==> src/rtl/fifo_pkg.sv <==
// Shared definitions for the 8-deep FIFO: depth, pointer/count widths and FSM encodings.
package fifo_pkg;

  localparam int FIFO_DEPTH = 8;
  localparam int PTR_W      = 3;
  localparam int CNT_W      = 4;

  localparam logic [CNT_W-1:0] CNT_FULL  = 4'd8;
  localparam logic [CNT_W-1:0] CNT_EMPTY = 4'd0;

  localparam logic [2:0] ST_IDLE   = 3'b000;
  localparam logic [2:0] ST_WRITE  = 3'b001;
  localparam logic [2:0] ST_READ   = 3'b010;
  localparam logic [2:0] ST_WR_ERR = 3'b101;
  localparam logic [2:0] ST_RD_ERR = 3'b110;

endpackage

==> src/rtl/fifo_ns.sv <==
// Combinational next-state function of the FIFO control FSM.
module fifo_ns
  import fifo_pkg::*;
(
  input  logic             wr_en,
  input  logic             rd_en,
  input  logic [CNT_W-1:0] nc,
  output logic [2:0]       ns
);

  // Simultaneous or absent requests fall through to IDLE.
  always_comb begin
    ns = ST_IDLE;
    if (wr_en && !rd_en) begin
      ns = (nc == CNT_FULL) ? ST_WR_ERR : ST_WRITE;
    end else if (rd_en && !wr_en) begin
      ns = (nc == CNT_EMPTY) ? ST_RD_ERR : ST_READ;
    end
  end

endmodule

==> src/rtl/fifo_ctrl.sv <==
// FIFO control stage: FSM, head/tail pointers, occupancy count and strobe/flag decode.
// Optional FIFO_CTRL_ALMOST_EN adds almost_full/almost_empty outputs.
module fifo_ctrl
  import fifo_pkg::*;
(
  input  logic             clk,
  input  logic             reset,
  input  logic             wr_en,
  input  logic             rd_en,
  output logic [2:0]       state,
  output logic [PTR_W-1:0] head,
  output logic [PTR_W-1:0] tail,
  output logic [CNT_W-1:0] data_count,
  output logic             we,
  output logic             re,
  output logic             full,
  output logic             empty,
  output logic             wr_ack,
  output logic             wr_err,
  output logic             rd_ack,
  output logic             rd_err
`ifdef FIFO_CTRL_ALMOST_EN
  ,
  output logic             almost_full,
  output logic             almost_empty
`endif
);

  logic [2:0]       state_q, state_d;
  logic [PTR_W-1:0] head_q, head_d;
  logic [PTR_W-1:0] tail_q, tail_d;
  logic [CNT_W-1:0] count_q, count_d;

  // The operation held in state_q commits at the coming edge; count_d is that
  // committed occupancy and doubles as nc for the next-state decision.
  always_comb begin
    head_d  = head_q;
    tail_d  = tail_q;
    count_d = count_q;
    if (state_q == ST_WRITE) begin
      tail_d  = tail_q + 3'd1;
      count_d = count_q + 4'd1;
    end else if (state_q == ST_READ) begin
      head_d  = head_q + 3'd1;
      count_d = count_q - 4'd1;
    end
  end

  fifo_ns u_ns (
    .wr_en (wr_en),
    .rd_en (rd_en),
    .nc    (count_d),
    .ns    (state_d)
  );

  always_ff @(posedge clk) begin
    if (reset) begin
      state_q <= ST_IDLE;
      head_q  <= '0;
      tail_q  <= '0;
      count_q <= '0;
    end else begin
      state_q <= state_d;
      head_q  <= head_d;
      tail_q  <= tail_d;
      count_q <= count_d;
    end
  end

  assign state      = state_q;
  assign head       = head_q;
  assign tail       = tail_q;
  assign data_count = count_q;

  assign we     = (state_q == ST_WRITE);
  assign wr_ack = (state_q == ST_WRITE);
  assign re     = (state_q == ST_READ);
  assign rd_ack = (state_q == ST_READ);
  assign wr_err = (state_q == ST_WR_ERR);
  assign rd_err = (state_q == ST_RD_ERR);

  assign full  = (count_q == CNT_FULL);
  assign empty = (count_q == CNT_EMPTY);

`ifdef FIFO_CTRL_ALMOST_EN
  assign almost_full  = (count_q >= 4'd7);
  assign almost_empty = (count_q <= 4'd1);
`endif

endmodule
==> config.mk <==
export PLATFORM = sky130hd
export DESIGN_NAME = fifo_ctrl
export DESIGN_NICKNAME = d
export VERILOG_FILES = /design/src/rtl/fifo_pkg.sv /design/src/rtl/fifo_ns.sv /design/src/rtl/fifo_ctrl.sv
export SDC_FILE = /design/constraint.sdc
export NUM_CORES = 1
export LEC_CHECK = 0
export CAP_MARGIN = 10
export CORE_UTILIZATION = 34
export CTS_BUF_LIST = sky130_fd_sc_hd__clkbuf_8
export DETAILED_ROUTE_END_ITERATION = 10
export GPL_ROUTABILITY_DRIVEN = 0
export PLACE_DENSITY = 0.7
export SLEW_MARGIN = 25
export SYNTH_ARGS = -nofsm -noshare
export SYNTH_HDL_FRONTEND = slang
export SYNTH_SLANG_ARGS = --single-unit
==> constraint.sdc <==
create_clock -name clk -period 1.71 [get_ports clk]
set_clock_uncertainty 0.1 [all_clocks]
set_input_delay 0.342 -clock clk [delete_from_list [all_inputs] [get_ports clk]]
set_output_delay 0.342 -clock clk [all_outputs]
set_load 0.05 [all_outputs]
* After elaboration in Yosys (flattened, before gate mapping)
Index checks and enable logic that the tools add are counted.
** Word-level totals
- Flip-flop bits (word level) :: 13
- Output and inout bits :: 21
- Input bits :: 4
- Logic and storage cells :: 28
** Operators by class
- $add $sub $neg :: 4
- Bitwise gates (word level) :: 1
- Equal/unequal tests :: 6
- Muxes and demuxes :: 6
- Reduce and logical (&&, ||, !) cells :: 7
** Operator list (number)
- 3-bit two-way mux :: 4
- 4-bit equality test (second input constant) :: 2
- 4-bit logical NOT :: 2
- 4-bit two-way mux :: 2
- 3-bit by 1-bit adder with 3-bit output (second input constant) :: 2
- 3-bit equality test (second input constant) :: 2
- 4-bit by 1-bit adder with 4-bit output (second input constant) :: 1
- 4-bit by 1-bit subtractor with 4-bit output (second input constant) :: 1
- 3-bit by 1-bit equality test with 1-bit output (second input constant) :: 1
- 3-bit by 2-bit equality test with 1-bit output (second input constant) :: 1
- 1-bit logical AND :: 2
- 1-bit logical NOT :: 2
- 2-bit AND reduction :: 1
- 1-bit inverter :: 1

* Longest topological paths before layout
Gate-level depths: netlist (run 1).
- Depth in word-level cells :: 7
- Depth in mapped cells :: 7
- Gate-level depth less buffers :: 7

* Modules after synthesis
A second synthesis (run 1) with hierarchy kept.
** Unflattened totals
- Cell total of the unflattened synthesis :: 85
- Area, all modules :: 763.2 sq um
** By module, submodules not included
- fifo_ctrl :: times used 1, area an instance 714.4 sq um, seq. area each 260.2 sq um, cells an instance 80
- fifo_ns :: times used 1, area an instance 48.8 sq um, seq. area each 0.0 sq um, cells an instance 5

* Worst setup path before layout (run 1)
Ideal clock, no wire load.
- Kind :: reg-to-output
- From :: register state_q[2] (netlist: state[2])
- To :: output port rd_err
- Data arrival time :: 2.145 ns
- Cell stages (with the launch flop) :: 3
- Required time :: 1.268 ns
- Setup slack :: -0.877 ns
- Cell sequence :: dfxtp_1 -> inv_1 -> nor3b_1
** Between the ends
- Longest elaborated chain between the ends :: 1
** RTL lines
- start, declared :: RTL line fifo_ctrl.sv:29 : logic [2:0] state_q, state_d;
- start signal, assigned :: RTL line fifo_ctrl.sv:63 : state_q <= state_d;
- 3-bit equality test :: RTL line fifo_ctrl.sv:80 : assign rd_err = (state_q == ST_RD_ERR);
- end, declared :: RTL line fifo_ctrl.sv:21 : output logic rd_err
Every way passes these cells.

* Final worst setup path (run 1)
- From :: register count_q[1] (netlist: data_count[1])
- To :: output port empty
** Between the ends
- Longest elaborated chain between the ends :: 1
** RTL lines
- start, declared :: RTL line fifo_ctrl.sv:32 : logic [CNT_W-1:0] count_q, count_d;
- start signal, assigned :: RTL line fifo_ctrl.sv:66 : count_q <= count_d;
- 4-bit logical NOT :: RTL line fifo_ctrl.sv:83 : assign empty = (count_q == CNT_EMPTY);
- end, declared :: RTL line fifo_ctrl.sv:17 : output logic empty,
Every way passes these cells.

==> results of run 1 <==
Yosys cell counts:
cell type and n:
nor2b_1 5, mux2i_1 3, nand4b_1 1, buf_4 2, o211ai_1 1, ha_1 4, dfxtp_1 13, nor3b_1 3
clkbuf_1 1, xnor2_2 1, buf_6 2, xnor2_1 4, and3b_1 1, nor3_1 1, and3_1 1, a31oi_1 1
o221ai_1 1, nand2_1 3, inv_1 3, a22oi_2 1, a22oi_1 1, xor2_1 3, nor3b_4 2, nor2_1 13
metal layers:
metal	routed length (um)	vias up	part of all wire (%)
met5	0	-	0
met4	10	0	0.68
met3	65	2	4.4
met2	743	20	51
met1	645	271	44
li1	-	299	-
cell families after synthesis:
| logic type | Yosys count |
|---|---|
| AOI/OAI and AO/OA | 5 |
| xor gates and xnor gates | 8 |
| buffers and inverters | 8 |
| muxes | 3 |
| DFF | 13 |
| adders and majority gates | 4 |
| and+or+nand+nor | 30 |
power by group:
| group | switching (mW) | internal [mW] | leakage (nW) |
|---|---|---|---|
| clock network | 0.100 | 0.158 | 0.0269 |
| logic | 0.162 | 0.164 | 0.376 |
| registers | 0.0344 | 0.317 | 0.109 |
| total | 0.296 | 0.639 | 0.512 |
tightest hold or removal path, stage by stage (launching register included):
cell     delay [ps]
dfxtp_1         340
xor2_1           70
nor2_1           70
layout by cell type, fill, tap and decap left out, types with 3 or more instances in the layout:
cell	Yosys	layout
nor2b_1	5	5
clkdlybuf4s50_1	0	3
dfxtp_1	13	8
xor2_1	3	3
mux2i_1	3	3
inv_1	3	4
nand2_1	3	3
buf_4	2	10
dfxtp_4	0	5
nor2_1	13	13
xnor2_1	4	4
clkbuf_8	0	3
buf_12	0	17
ha_1	4	3
nor3b_4	2	5
sequential cells by signal, indices dropped and copies added, names as in the netlist:
signal,cells
head,3
state,3
data_count,4
tail,3
final cells by class:
| class | count | share of cell area (%) |
|---|---|---|
| Inverter | 3 | 0.900 |
| Multi-Input combinational cell | 50 | 33.3 |
| Clock buffer | 3 | 3.30 |
| Sequential cell | 13 | 22.3 |
| Clock inverter | 1 | 0.300 |
| Timing Repair Buffer | 32 | 37.4 |
| Tap cell | 25 | 2.50 |
through the flow:
step           power, mW  hold slack, ps  utilization [%]
2_1_floorplan      0.528             304                -
3_3_place_gp       0.662             394             62.9
3_5_place_dp       0.667             400             62.9
4_1_cts            0.938             419             67.4
5_1_grt            0.976             455             68.7
6_report           0.936             414             68.7
worst max path at each step:
stage	from	to	cells past startpoint
floorplan	state[0]	state[2]	6
global placement	state[1]	re	3
detailed placement	data_count[1]	state[2]	7
CTS	data_count[0]	full	4
global route	data_count[1]	empty	4
finish	data_count[1]	empty	4
timing repair:
action / CTS / global route
hold endpoints to repair: 0 / 0
setup buffers: 2 / 3
endpoints found under the setup margin: 7 / 6
resized for setup: 6 / 1
pin swaps: 0 / 0
==> key figures, run 1 <==
Run status
  • Status: complete, no violations

Critical path
  • R2r setup slk: 160 ps
  • R2R Path End: state[2]
  • Crit end category: primary output
  • Setup CP Type: reg2out
  • CP cell instances: inv_1, ha_2, nor3b_4, buf_12
  • Worst Reg-to-Reg Cells: 6
  • CP max-delay cell: dfxtp_4
  • Worst setup SP type: flip-flop
  • CP top delay family: flip-flops
  • Reg2reg start: state[0]
  • Worst endpoint data arrival time: 1240 ps
  • Crit-path max FO: 8
  • Buf/Inv on CP: 2
  • CP max stage delay: 370 ps
  • WP data required: 1270 ps

Yosys
  • Synthesized-area fraction occupied by xor and xnor cells: 11.2%
  • Largest area contributor in the netlist: dfxtp_1
  • Syn_area_per_cell: 9.76 um2
  • Top-area cell type share of the netlist area: 37.5%
  • Synth cell types: 24
  • Synth Instances: 71
  • Mux contribution to synthesized area: 4.33%
  • Ys Warns: 0
  • Combinational family with the most area after synthesis: simple AND/OR/NAND/NOR gates
  • Synth Cell Area: 693 um2
  • Compound-gate portion of the synthesized area: 6.14%
  • Net Count, Synth: 79
  • Simple-Gate Fraction of Synth Area: 26.0%
  • Post-Synth Adder-Cell Area: 7.22%
  • Register area share after synthesis: 37.5%
  • Synth Register Bits: 13
  • Top cells by area, synth: dfxtp_1, ha_1, nor2_1

Clock network
  • Clk sinks: 13
  • Worst-Skew Late Latency: 240 ps
  • CTS max path bufs: 2
  • Clock slew at reported path FFs: 50 ps
  • Clock tree root buffer cell: clkbuf_8
  • CTS tree: built
  • CTS Hold Bufs: 0
  • CTS H-tree depth: 1
  • TritonCTS buffer count: 3

STA
  • Period Utilization, post-route: 98.5%
  • Fmax achieved: 0.594 GHz
  • Least-Margin Pin Slew: 324 ps
  • Unrepaired setup endpoints after global routing: true
  • Final hold violations: 0
  • Period minus WS final: 1680 ps
  • Pins Over Slew Limit: 0
  • Worst rel slew slack: 78.4%
  • Final setup violation count: 0
  • Final worst slack: 26.5 ps
  • Total negative slack: 0 ps

Route
  • DR vias/cell: 4.66
  • WL final: 1470 um
  • Vias: 592
  • Remaining routing DRC violations: 0
  • DR pass1 iterations: 4
  • Initial DRC count: 10
  • Antenna Violating Nets Remaining: 0
  • Wire per inst: 11.5 um

Floorplan
  • IO Pins: 25
  • Die Ht: 47.2 um
  • Core area: 1820 um2
  • Starting Density: 38.1%
  • Floorplan row count: 15
  • Die W: 47.2 um
  • Die Area: 2220 um2

Cells and area
  • Layout cells sized above 1: 44.1%
  • Finished Cell Area: 1250 um2
  • Area of the multi-input gates: 417 um2
  • # diodes: 0
  • Fin cells: 127
  • Register area: 279 um2
  • # fillers: 143
  • Layout area overhead: 80.5%
  • Final #Nets: 111

Global route
  • Largest net degree at the start of global routing: 11
  • GRT met2 Usage: 23.6%
  • First-pass GRT wire length: 2280 um
  • Met1 global-route usage: 20.3%
  • Gr usage total: 15.3%
  • Initial antenna violation count: 0
  • Grt ovf: 0
  • Busiest grt layer: met2
  • Vias in the first global route: 489
  • Met3 usage: 2.31%

Placement
  • Placed cells: 118
  • DP HPWL: 1030 um
  • DP Area: 1140 um2
  • Worst slack, placed: 198 ps
  • # port buffers: 24

Worst hold path
  • Hold Crit Class: reg2reg
  • Hold Crit Depth: 2
  • Hold_sp: tail[2]
  • Hold path endpoint: tail[2]

Pwr
  • Pwr/cell area: 748 nW/um2
  • VDD IR-drop max: 0.465 mV
  • LEAKAGE: 0.512 nW

Run
  • Max_cap viols: 0
Power figures use the tool's default switching activity.
==> run 2, diff against run 1 <==
--- a/config.mk
+++ b/config.mk
@@ -10,7 +10,7 @@
 export CTS_BUF_LIST = sky130_fd_sc_hd__clkbuf_8
 export DETAILED_ROUTE_END_ITERATION = 10
 export GPL_ROUTABILITY_DRIVEN = 0
-export PLACE_DENSITY = 0.7
+export PLACE_DENSITY_LB_ADDON = 0.3
 export SLEW_MARGIN = 25
 export SYNTH_ARGS = -nofsm -noshare
 export SYNTH_HDL_FRONTEND = slang
==> run 2 against run 1 <==
Against the previous run:
- critical path depth unchanged
- total power increased by 0.62%
- routed wire length decreased by 4.0%
- largest power group unchanged
- highest routed layer unchanged
- combinational power increased by 2%
- global-route usage decreased by 0.12 points
==> key figures, run 2 (synthesis gave the netlist of run 1 again) <==
Clock network
  • Clock slew at reported path FFs: 50 ps (about the same)
  • Clk sinks: 13 (unchanged)
  • CTS max path bufs: 2 (unchanged)
  • TritonCTS buffer count: 3 (unchanged)
  • CTS H-tree depth: 1 (unchanged)
  • Clock tree root buffer cell: clkbuf_8
  • CTS tree: built
  • Worst-Skew Late Latency: 240 ps (about the same)

Critical path
  • Setup CP Type: reg2out
  • CP Depth: 4 (unchanged)
  • CP max stage delay: 370 ps (about the same)
  • WP data required: 1270 ps (about the same)
  • R2r setup slk: 200 ps (+40 ps)
  • Crit-path max FO: 6 (-2)
  • Worst endpoint data arrival time: 1210 ps (-30 ps)
  • CP max-delay cell: dfxtp_4
  • Worst setup SP type: flip-flop
  • CP cell instances: inv_1, ha_4, nor3b_4, buf_12
  • Worst Reg-to-Reg Cells: 6 (unchanged)
  • Buf/Inv on CP: 2 (unchanged)
  • Crit end category: primary output
  • CP top delay family: flip-flops

STA
  • Worst rel slew slack: 78.2% (-0.16 points)
  • Final hold violations: 0 (unchanged)
  • Least-Margin Pin Slew: 326 ps (+2.34 ps)
  • Unrepaired setup endpoints after global routing: false
  • Pins Over Slew Limit: 0 (unchanged)
  • Total negative slack: 0 ps (unchanged)
  • Period Utilization, post-route: 96.7% (-1.8 points)
  • Final worst slack: 57.0 ps (+30.6 ps)
  • Period minus WS final: 1650 ps (-30.6 ps)
  • Fmax achieved: 0.605 GHz (+1.8%)
  • Hold Slack: 422 ps (+8.28 ps)
  • Final setup violation count: 0 (unchanged)

Floorplan
  • Floorplan row count: 15 (unchanged)
  • IO Pins: 25 (unchanged)
  • Die Area: 2220 um2 (unchanged)
  • Starting Density: 38.1% (unchanged)
  • Die W: 47.2 um (unchanged)
  • Die Ht: 47.2 um (unchanged)
  • Core area: 1820 um2 (unchanged)

Global route
  • Grt ovf: 0 (unchanged)
  • Initial antenna violation count: 0 (unchanged)
  • First-pass GRT wire length: 2350 um (+3.0%)
  • Vias in the first global route: 562 (+15%)
  • Gr usage total: 15.2% (-0.12 points)
  • Largest net degree at the start of global routing: 11 (unchanged)

Cells and area
  • Layout area overhead: 81.4%
  • Layout cells sized above 1: 45.1% (+0.98 points)
  • # fillers: 143 (unchanged)
  • Commonest non-fill, non-tap cell in the layout: buf_12
  • # diodes: 0 (unchanged)
  • Max reg flops: 4 (unchanged)
  • Most frequent cells in the layout: buf_12, nor2_1, buf_4, dfxtp_1
  • Finished Cell Area: 1260 um2 (+0.50%)
  • Final #Nets: 111 (unchanged)

Route
  • WL final: 1410 um (-4.0%)
  • Wire per inst: 11.1 um (-4.0%)
  • DR vias/cell: 4.68 (+0.34%)
  • DR pass1 iterations: 3 (-1)
  • Initial DRC count: 4 (-6)
  • Vias: 594 (+0.34%)
  • Antenna Violating Nets Remaining: 0 (unchanged)
  • Remaining routing DRC violations: 0 (unchanged)

Placement
  • DP HPWL: 1040 um (+0.60%)
  • Worst slack, placed: 149 ps (-49.2 ps)
  • # port buffers: 24 (unchanged)
  • DP Area: 1140 um2 (unchanged)

Worst hold path
  • Hold Crit Class: reg2reg
  • Hold Crit Depth: 2 (unchanged)

Pwr
  • VDD IR-drop max: 0.566 mV (+22%)
  • LEAKAGE: 0.513 nW (+0.25%)
  • Pwr/cell area: 749 nW/um2 (+0.12%)

Run status
  • Status: complete, no violations

Run
  • Max_cap viols: 0 (unchanged)
## run 2: changes by cell type in the layout (fill, tap and decap cells not counted)
cell and change:
buf_4 +1, buf_6 -1, ha_2 -1, ha_4 +1, inv_1 -1, inv_2 +1
## run 2: path summary, 6_finish.rpt
path	startpoint	to
worst max-delay path	data_count[0]	empty
worst min-delay path	tail[2]	tail[2]
worst max register to register	state[2]	state[2]
worst min register to register	tail[2]	tail[2]
## run 2: metrics by stage
stage | utilization (%) | instances | power [mW]
final | 69.1 | 127 | 0.941
after global routing | 69.1 | 127 | 0.986
after CTS | 66.5 | 124 | 0.930
after detailed placement | 62.9 | 118 | 0.667
after global placement | 62.9 | 118 | 0.663
after floorplan | - | 71 | 0.528
## run 2: cell type report
cell class	instances	area [um2]	share of cell area (%)
Multi-Input combinational cell	50	427	33.9
Tap cell	25	31.3	2.49
Clock buffer	3	41.3	3.28
Timing Repair Buffer	32	464	36.9
Sequential cell	13	279	22.2
Inverter	3	11.3	0.896
Clock inverter	1	3.75	0.299
## run 2: per-layer routing
layer	vias up	part of all wire [%]	track usage, %
li1	298	-	-
met1	275	43	17.6
met2	17	51	26.1
met3	4	4.5	3.85
met4	0	1.8	6.86
met5	-	0	0
## run 2: repair_timing
item / in CTS / in global routing
setup endpoints to repair: 6 / 8
hold buffers: 0 / 0
hold endpoints to repair: 0 / 0
buffers inserted: 2 / 3
gates resized for setup: 2 / 6
## run 2: where the power goes
part           leakage [nW]  total [mW]  internal (mW)  switching (mW)
clock                0.0269       0.259          0.158           0.101
sequential            0.109       0.351          0.317          0.0333
combinational         0.377       0.332          0.168           0.165
## run 2: worst register-to-register path, stage by stage, from the launching register on
cell     delay, ps
dfxtp_4        380
nor3b_4        240
buf_4          150
a22oi_2         90
xnor2_2        200
mux2i_1        200
nor2_1          50
==> run 3, diff against run 2 <==
--- a/config.mk
+++ b/config.mk
@@ -6,12 +6,13 @@
 export NUM_CORES = 1
 export LEC_CHECK = 0
 export CAP_MARGIN = 10
+export CORE_MARGIN = 4
 export CORE_UTILIZATION = 34
 export CTS_BUF_LIST = sky130_fd_sc_hd__clkbuf_8
 export DETAILED_ROUTE_END_ITERATION = 10
 export GPL_ROUTABILITY_DRIVEN = 0
-export PLACE_DENSITY_LB_ADDON = 0.3
-export SLEW_MARGIN = 25
+export PLACE_DENSITY_LB_ADDON = 0.25
+export SLEW_MARGIN = 5
 export SYNTH_ARGS = -nofsm -noshare
 export SYNTH_HDL_FRONTEND = slang
 export SYNTH_SLANG_ARGS = --single-unit
==> run 3 against run 2 <==
Against the previous run:
- core utilization is 3.8 points lower
- setup slack worse by 16 ps
- total power rose by 0.50%
- clock power up 2%
- clock-buffer cell count unchanged
- first-iteration DRC count shrank 50%
- sequential share of layout area decreased by 0.18 points
- combinational power about the same
- cell count up 2.4%
- cell area rose by 0.80%
- sequential cell count stayed put
- via count shrank 1.3%
- largest cell class unchanged
==> key figures, run 3 (synthesis gave the netlist of run 1 again) <==
Run status
  • Status: complete, no violations

Cells and area
  • # diodes: 0 (unchanged)
  • Fin util: 65.3% (-3.8 points)
  • # fillers: 156 (+9.1%)
  • Fin cells: 130 (+2.4%)
  • Layout cells sized above 1: 44.7% (-0.44 points)
  • Max reg flops: 4 (unchanged)
  • Final #Nets: 112 (+0.90%)
  • Commonest non-fill, non-tap cell in the layout: buf_12
  • Most frequent cells in the layout: buf_12, nor2_1, buf_4, dfxtp_1
  • Layout area overhead: 82.9%

Floorplan
  • Die Area: 2820 um2 (+27%)
  • IO Pins: 25 (unchanged)
  • Die Ht: 53.2 um (+13%)
  • Floorplan row count: 16 (+1)
  • Die W: 53.2 um (+13%)
  • Core area: 1940 um2 (+6.7%)
  • Starting Density: 35.7% (-2.4 points)

Global route
  • Largest net degree at the start of global routing: 11 (unchanged)
  • First-pass GRT wire length: 2350 um (unchanged)
  • Grt ovf: 0 (unchanged)
  • Gr usage total: 11.9% (-3.3 points)
  • Initial antenna violation count: 0 (unchanged)
  • Vias in the first global route: 549 (-2.3%)

Pwr
  • Comb pwr share: 35.0% (-0.3 points)
  • Pwr/cell area: 746 nW/um2 (-0.30%)
  • LEAKAGE: 0.519 nW (+1.0%)
  • VDD IR-drop max: 0.539 mV (-4.8%)
  • Pwr Total: 0.946 mW (+0.50%)
  • Switch Pwr: 0.302 mW (+1.3%)
  • Sequential share of power: 37.2% (about the same)
  • Clk network pwr share: 27.8% (+0.3 points)
  • P_int: 0.644 mW (+0.14%)
  • Switching Share: 32.0% (+0.25 points)

Route
  • WL final: 1460 um (+3.5%)
  • Initial DRC count: 2 (-2)
  • Wire per inst: 11.2 um (+1.1%)
  • Antenna Violating Nets Remaining: 0 (unchanged)
  • DR vias/cell: 4.51 (-3.6%)
  • DR pass1 iterations: 3 (unchanged)
  • Remaining routing DRC violations: 0 (unchanged)
  • Vias: 586 (-1.3%)

Worst hold path
  • Hold Crit Class: reg2reg

Clock network
  • Clock slew at reported path FFs: 50 ps (about the same)
  • CTS Hold Bufs: 0 (unchanged)
  • Clock tree root buffer cell: clkbuf_8
  • CTS tree: built
  • TritonCTS buffer count: 3 (unchanged)
  • Worst-Skew Late Latency: 240 ps (about the same)
  • CTS max path bufs: 2 (unchanged)
  • Clk sinks: 13 (unchanged)
  • CTS H-tree depth: 1 (unchanged)

Run
  • Max_cap viols: 0 (unchanged)

Critical path
  • R2r setup slk: 180 ps (-20 ps)
  • Crit-path max FO: 6 (unchanged)
  • Worst setup SP type: flip-flop
  • Setup CP Type: reg2out
  • WP data required: 1270 ps (about the same)
  • Worst endpoint data arrival time: 1230 ps (+20 ps)
  • Crit end category: primary output

STA
  • Unrepaired setup endpoints after global routing: false
  • Final worst slack: 40.7 ps (-16.3 ps)
  • Pins Over Slew Limit: 0 (unchanged)
  • Period Utilization, post-route: 97.6% (+0.96 points)
  • Final hold violations: 0 (unchanged)
  • Period minus WS final: 1670 ps (+16.3 ps)
  • Least-Margin Pin Slew: 316 ps (-10.0 ps)
  • Final setup violation count: 0 (unchanged)
  • Worst rel slew slack: 78.9% (+0.67 points)
  • Fmax achieved: 0.599 GHz (-0.98%)

Placement
  • # port buffers: 24 (unchanged)
  • DP HPWL: 1110 um (+6.8%)
  • Placed cells: 120 (+1.7%)
  • Worst slack, placed: 183 ps (+34.6 ps)
[run 3: routing by layer]
layer  up-vias  track usage [%]  share of wire, %
li1        298                -                 -
met1       268             13.8                43
met4         0             10.2               3.3
met2        15             18.4                48
met3         5             2.25               5.2
met5         -                0                 0
[run 3: through the flow]
stage / cell area, um2 / TNS (ps) / hold WS [ps]
after CTS: 1220 / 0 / 419
final: 1270 / 0 / 410
after global placement: 1150 / 0 / 395
after global routing: 1270 / 0 / 468
after detailed placement: 1150 / 0 / 402
after floorplan: 732 / -1740 / 304
[run 3: final cells by class]
type | instances | area [um2] | share of cell area, %
Inverter | 3 | 11.3 | 0.888
Clock buffer | 3 | 41.3 | 3.26
Sequential cell | 13 | 279 | 22.0
Timing Repair Buffer | 33 | 472 | 37.2
Multi-Input combinational cell | 50 | 427 | 33.7
Clock inverter | 1 | 3.75 | 0.296
Tap cell | 27 | 33.8 | 2.67
[run 3: final timing paths]
| kind | start | end | depth (start not counted) |
|---|---|---|---|
| max | data_count[0] | empty | 4 |
| max reg2reg | state[0] | state[2] | 6 |
| min reg2reg | tail[2] | tail[2] | 2 |
| min | tail[2] | tail[2] | 2 |
[run 3: worst max-delay path, stage by stage (launching register included)]
cell and delay [ps]:
dfxtp_4 370, inv_1 100, ha_4 150, nor3b_4 210
buf_12 160
[run 3: power by group through the flow]
stage	combinational, mW	clock [mW]	sequential [mW]
2_1_floorplan	0.132	0	0.396
3_3_place_gp	0.306	0	0.359
3_5_place_dp	0.308	0	0.361
4_1_cts	0.317	0.268	0.355
5_1_grt	0.347	0.279	0.355
6_report	0.331	0.263	0.352
[run 3: repair_timing]
item                       4_1_cts  5_1_grt
setup endpoints to repair        6        8
buffers inserted                 2        4
gates resized for setup          3        4
